`src/rtl/cv32e40x_pkg.sv`:
```
// Shared types for the cv32e40x EX-stage multiplier.
// The sequencer's short-path option is controlled by the macro CV32E40X_MULT_SHORT_EN.
package cv32e40x_pkg;

   // RV32M multiply flavours handled by the sequencer
   typedef enum logic [1:0] {
      MUL    = 2'b00,
      MULH   = 2'b01,
      MULHSU = 2'b10,
      MULHU  = 2'b11
   } mul_op_e;

   // One state per 16x16 partial product, plus a hold state for an unconsumed result
   typedef enum logic [2:0] {
      ALBL = 3'd0,
      ALBH = 3'd1,
      AHBL = 3'd2,
      AHBH = 3'd3,
      DONE = 3'd4
   } mult_state_e;

   // Partial-product shift amounts
   localparam int unsigned SHIFT_MID = 16;
   localparam int unsigned SHIFT_TOP = 32;

   // Widen a 16-bit half to the 17-bit multiplier input using the given top bit
   function automatic logic [16:0] ext17(input logic [15:0] half, input logic top);
      return {top, half};
   endfunction

endpackage

```
`src/rtl/cv32e40x_mult_17x17.sv`:
```
// Combinational signed 17x17 -> 34 multiplier shared by all sequencer passes.
module cv32e40x_mult_17x17 (
   input  logic signed [16:0] op_a_i,
   input  logic signed [16:0] op_b_i,
   output logic signed [33:0] product_o
);

   logic signed [33:0] a_wide_s;
   logic signed [33:0] b_wide_s;

   // Sign-extend both operands to the product width and multiply
   always_comb begin
      a_wide_s  = {{17{op_a_i[16]}}, op_a_i};
      b_wide_s  = {{17{op_b_i[16]}}, op_b_i};
      product_o = a_wide_s * b_wide_s;
   end

endmodule

```
`src/rtl/cv32e40x_mult_seq.sv`:
```
// Multi-cycle RV32M multiplier sequencer: four 16-bit partial products through one
// shared 17x17 signed multiplier, accumulated into a 64-bit sum.
// Optional feature macro: CV32E40X_MULT_SHORT_EN (single-cycle MUL when both upper halves are zero).
module cv32e40x_mult_seq
   import cv32e40x_pkg::*;
(
   input  logic        clk,
   input  logic        rst_n,
   input  logic        enable_i,
   input  mul_op_e     operator_i,
   input  logic [31:0] op_a_i,
   input  logic [31:0] op_b_i,
   input  logic        ex_ready_i,
   output logic [31:0] result_o,
   output logic        ready_o
);

   mult_state_e        state_r;
   mult_state_e        pass_next_s;
   logic [63:0]        acc_r;
   logic [31:0]        result_r;

   logic               ah_sign_s;
   logic               bh_sign_s;
   logic signed [16:0] mul_a_s;
   logic signed [16:0] mul_b_s;
   logic signed [33:0] prod_s;
   logic [63:0]        prod_ext_s;
   logic [63:0]        addend_s;
   logic [63:0]        acc_next_s;
   logic [31:0]        word_s;
   logic               short_s;
   logic               final_s;

`ifdef CV32E40X_MULT_SHORT_EN
   assign short_s = (operator_i == MUL) && (op_a_i[31:16] == 16'h0000) && (op_b_i[31:16] == 16'h0000);
`else
   assign short_s = 1'b0;
`endif

   // Upper halves are signed only for the operand the instruction treats as signed
   assign ah_sign_s = ((operator_i == MULH) || (operator_i == MULHSU)) ? op_a_i[31] : 1'b0;
   assign bh_sign_s = (operator_i == MULH) ? op_b_i[31] : 1'b0;

   // Pick the 17-bit multiplier inputs for the current pass
   always_comb begin
      mul_a_s = ext17(op_a_i[15:0], 1'b0);
      mul_b_s = ext17(op_b_i[15:0], 1'b0);
      case (state_r)
         ALBL: begin
            mul_a_s = ext17(op_a_i[15:0], 1'b0);
            mul_b_s = ext17(op_b_i[15:0], 1'b0);
         end
         ALBH: begin
            mul_a_s = ext17(op_a_i[15:0], 1'b0);
            mul_b_s = ext17(op_b_i[31:16], bh_sign_s);
         end
         AHBL: begin
            mul_a_s = ext17(op_a_i[31:16], ah_sign_s);
            mul_b_s = ext17(op_b_i[15:0], 1'b0);
         end
         AHBH: begin
            mul_a_s = ext17(op_a_i[31:16], ah_sign_s);
            mul_b_s = ext17(op_b_i[31:16], bh_sign_s);
         end
         default: begin
            mul_a_s = ext17(op_a_i[15:0], 1'b0);
            mul_b_s = ext17(op_b_i[15:0], 1'b0);
         end
      endcase
   end

   cv32e40x_mult_17x17 u_mult (
      .op_a_i    (mul_a_s),
      .op_b_i    (mul_b_s),
      .product_o (prod_s)
   );

   assign prod_ext_s = {{30{prod_s[33]}}, prod_s};

   // Align the partial product to its weight and add it to the running sum
   always_comb begin
      addend_s = prod_ext_s;
      case (state_r)
         ALBL:    addend_s = prod_ext_s;
         ALBH:    addend_s = prod_ext_s << SHIFT_MID;
         AHBL:    addend_s = prod_ext_s << SHIFT_MID;
         AHBH:    addend_s = prod_ext_s << SHIFT_TOP;
         default: addend_s = prod_ext_s;
      endcase
      acc_next_s = acc_r + addend_s;
      word_s     = (operator_i == MUL) ? acc_next_s[31:0] : acc_next_s[63:32];
   end

   // Decide whether this pass completes the instruction and which pass follows
   always_comb begin
      final_s     = 1'b0;
      pass_next_s = ALBL;
      case (state_r)
         ALBL: begin
            final_s     = short_s;
            pass_next_s = ALBH;
         end
         ALBH: begin
            final_s     = 1'b0;
            pass_next_s = AHBL;
         end
         AHBL: begin
            final_s     = (operator_i == MUL);
            pass_next_s = AHBH;
         end
         AHBH: begin
            final_s     = 1'b1;
            pass_next_s = ALBL;
         end
         default: begin
            final_s     = 1'b0;
            pass_next_s = ALBL;
         end
      endcase
   end

   // Handshake outputs: combinational result in the final pass, held result in DONE
   always_comb begin
      ready_o  = 1'b1;
      result_o = 32'h0000_0000;
      if (!enable_i) begin
         ready_o  = 1'b1;
         result_o = 32'h0000_0000;
      end else if (state_r == DONE) begin
         ready_o  = 1'b1;
         result_o = result_r;
      end else if (final_s) begin
         ready_o  = 1'b1;
         result_o = word_s;
      end else begin
         ready_o  = 1'b0;
         result_o = 32'h0000_0000;
      end
   end

   // Pass sequencing, accumulation and result hold; a dropped enable flushes everything
   always_ff @(posedge clk or negedge rst_n) begin
      if (!rst_n) begin
         state_r  <= ALBL;
         acc_r    <= 64'h0;
         result_r <= 32'h0000_0000;
      end else if (!enable_i) begin
         state_r  <= ALBL;
         acc_r    <= 64'h0;
      end else begin
         case (state_r)
            DONE: begin
               acc_r <= 64'h0;
               if (ex_ready_i) begin
                  state_r <= ALBL;
               end else begin
                  state_r <= DONE;
               end
            end
            default: begin
               if (final_s) begin
                  acc_r <= 64'h0;
                  if (ex_ready_i) begin
                     state_r <= ALBL;
                  end else begin
                     result_r <= word_s;
                     state_r  <= DONE;
                  end
               end else begin
                  acc_r   <= acc_next_s;
                  state_r <= pass_next_s;
               end
            end
         endcase
      end
   end

endmodule

```
`config.mk`:
```
export PLATFORM = sky130hd
export DESIGN_NAME = cv32e40x_mult_seq
export DESIGN_NICKNAME = d
export VERILOG_FILES = /design/src/rtl/cv32e40x_pkg.sv /design/src/rtl/cv32e40x_mult_17x17.sv /design/src/rtl/cv32e40x_mult_seq.sv
export SDC_FILE = /design/constraint.sdc
export NUM_CORES = 1
export LEC_CHECK = 0
export CAP_MARGIN = 20
export CORE_MARGIN = 4
export CORE_UTILIZATION = 25
export CTS_CLUSTER_DIAMETER = 100
export DETAILED_ROUTE_END_ITERATION = 12
export GPL_TIMING_DRIVEN = 0
export SETUP_SLACK_MARGIN = 0.4
export SLEW_MARGIN = 0
export SYNTH_ARGS = -nofsm -noshare
export SYNTH_HDL_FRONTEND = slang
export SYNTH_SLANG_ARGS = --single-unit
```
`constraint.sdc`:
```
create_clock -name clk -period 18.9 [get_ports clk]
set_input_delay 2.835 -clock clk [delete_from_list [all_inputs] [get_ports clk]]
set_output_delay 2.835 -clock clk [all_outputs]
set_load 0.02 [all_outputs]
```
==> metrics.csv <==
metric,value,unit
status,completed,
r2r_slack,5.26,ns
grt_max_degree,51,
drv_slew,0,
htreeDepth,3,
cts_sinks,99,
fin_skew,0.0147,ns
via_per_inst,4.82,
cap_violations,0,
die_w,288,um
clk_latency,0.36,ns
cts_setup_buffers,0,
core,77700,um2
synth_edf_count,0,
final_hold_viol_count,0,
slowest_stage,fa_1,
async_flop_share,100,%
cts_tree,yes,
place_area,22100,um2
root_buffer,clkbuf_16,
drive_above_1_share,3.14,%
rsz0062_at_grt,false,
drc,0,
worstSetupEndpoint,result_o[31],
num-nets-final,3000,
worstSetupPathType,primary input to output pin,
drt-initial-drc-count,1464,
area.growth.synth_to_final,13.8,%
first_pass_iters,5,
drt-total-wl,65.8,mm
gr-total-overflow,0,
track_usage,15.8,%
synth_nets,2875,
yosysWarnings,0,
worst_pin_slew,1.16,ns
synth_top_area_share,30.2,%
worst-endpoint-arrival,15.23,ns
relSlewSlack,20.7,%
initial_core_util,25.3,%
fin_crit,18.06,ns
ys_seq_elements,99,
critical_path_required,16.07,ns
cts_made_buffers,9,
post_synth_num_cell_types,80,
cpPeakStageDelay,0.88,ns
syn_avg_cell_area,8.34,um2
first_global_vias,17300,
startpoint,operator_i[0],
clk_pin_slew,0.07,ns
syn_area,19700,um2
hold_buffers,0,
fin_crit_sh,95.6,%
wire_per_inst,18.6,um
antenna_found_initial,7,
netlist_top_cells_area,"fa_1 30%, dfrtp_1 13%, ha_1 9.5%, nand2_1 6.6%, inv_1 6.5%",
io_pins,103,
path_common_cell,fa_1,
hold_class,flip-flop to flip-flop,
place_congestion,0.940,
yosys.area.top_type,fa_1,
fmax,55.4,MHz
io_buffers,102,
min_path_cells,2,
antenna_left,0,
synth_top_flop_cell,dfrtp_1,
r2r_end,result_r[29]$_DFFE_PN0P_,
crit_fanout,10,
setup_violations,0,
vias,17000,
clockBufferDepth,2,
cts_resized,0,
reg2reg_depth,38,
die_h,288,um
grt_pass1_wl,102,mm
yosysSeqAreaShare,12.6,%
setup_tns,0,ns
final_area,22400,um2
startpoint_type,primary input,
die-area,83200,um2
core.rowCount,102,
crit-reg2reg-launch,state_r[1]$_DFF_PN0_,
synth_cells,2358,
cp-end-kind,output pin,
hpwl,55.5,mm
==> sequential cells by signal (all words and copies together) (netlist names) <==
signal	count
acc_r	64
result_r	32
state_r	3
==> cell families after synthesis <==
group / after synthesis / share of synthesized area [%]
buf+inv: 432 / 8.44
flops: 99 / 12.6
mux: 49 / 2.55
compound gates: 431 / 14.6
xor+xnor: 100 / 4.49
fa+ha+maj: 447 / 39.8
simple gates: 800 / 17.5
==> worst min-delay path by stage <==
stage	slack (ns)	to	from
floorplan	0.45	result_r[18]$_DFFE_PN0P_	result_r[18]$_DFFE_PN0P_
global placement	0.46	result_r[21]$_DFFE_PN0P_	result_r[21]$_DFFE_PN0P_
finish	0.49	result_r[17]$_DFFE_PN0P_	result_r[17]$_DFFE_PN0P_
CTS	0.49	result_r[6]$_DFFE_PN0P_	result_r[6]$_DFFE_PN0P_
detailed placement	0.47	result_r[6]$_DFFE_PN0P_	result_r[6]$_DFFE_PN0P_
global route	0.52	result_r[14]$_DFFE_PN0P_	result_r[14]$_DFFE_PN0P_
==> per-stage QoR <==
step           utilization (%)  std cells  hold WS [ns]  setup WS, ns
2_1_floorplan                -       2358         0.446          4.28
3_3_place_gp              28.3       3500         0.463          1.15
3_5_place_dp              28.4       3509         0.473          1.31
4_1_cts                   28.8       3525         0.490          1.21
5_1_grt                   28.8       3528         0.518         0.548
6_report                  28.8       3529         0.485         0.839
==> cells in the final DEF, fill, tap and decap left out, drive strengths merged, types with 30 or more instances in the layout <==
cell type,instances
mux2i,43
a21oi,114
dfrtp,99
ha,150
inv,343
xnor2,66
o21bai,30
xor2,34
o21ai,102
and2,48
nand2,344
a21o,45
fa,297
nor2,271
clkdlybuf4s50,101
clkbuf,89
==> cells in the mapped netlist, drive strengths merged, types with 19 or more instances <==
cell type and instances:
nand2b 28, o21ai 102, o21bai 30, a21o 45, mux2i 43, inv 342
clkbuf 78, xor2 34, nand2 344, nand4 19, ha 150, nor3 21
and2 48, nor2 271, xnor2 66, dfrtp 99, a21oi 114, fa 297
nand3 22
==> layout make-up <==
| type | instances | area (um2) |
|---|---|---|
| inverters | 342 | 1280 |
| diodes | 1 | 2.50 |
| flip-flops and latches | 99 | 2480 |
| well taps | 1040 | 1300 |
| clock inverters | 5 | 37.5 |
| plain buffers | 90 | 377 |
| fillers | 8306 | 55300 |
| clock buffers | 11 | 243 |
| repair buffers | 114 | 1130 |
| multi-input cells | 1827 | 15500 |
==> per-layer routing <==
layer / vias to the layer above / GRT usage, % / share of wire, %
met2: 669 / 24.6 / 43
li1: 7873 / - / -
met5: - / 0 / 0.076
met4: 10 / 3.95 / 2.4
met1: 8370 / 22.7 / 46
met3: 96 / 2.96 / 8.3
==> critical path, delay by kind of cell <==
kind	cells	cell delay [ns]
xor gates and xnor gates	2	0.72
AOI/OAI and AO/OA	13	3.91
buffers and inverters	8	2.14
and+or+nand+nor	7	0.95
adders and majority gates	9	4.63
Power is not shown: default switching activity piles up to over one toggle a cycle in this logic, so the estimate is an artifact.
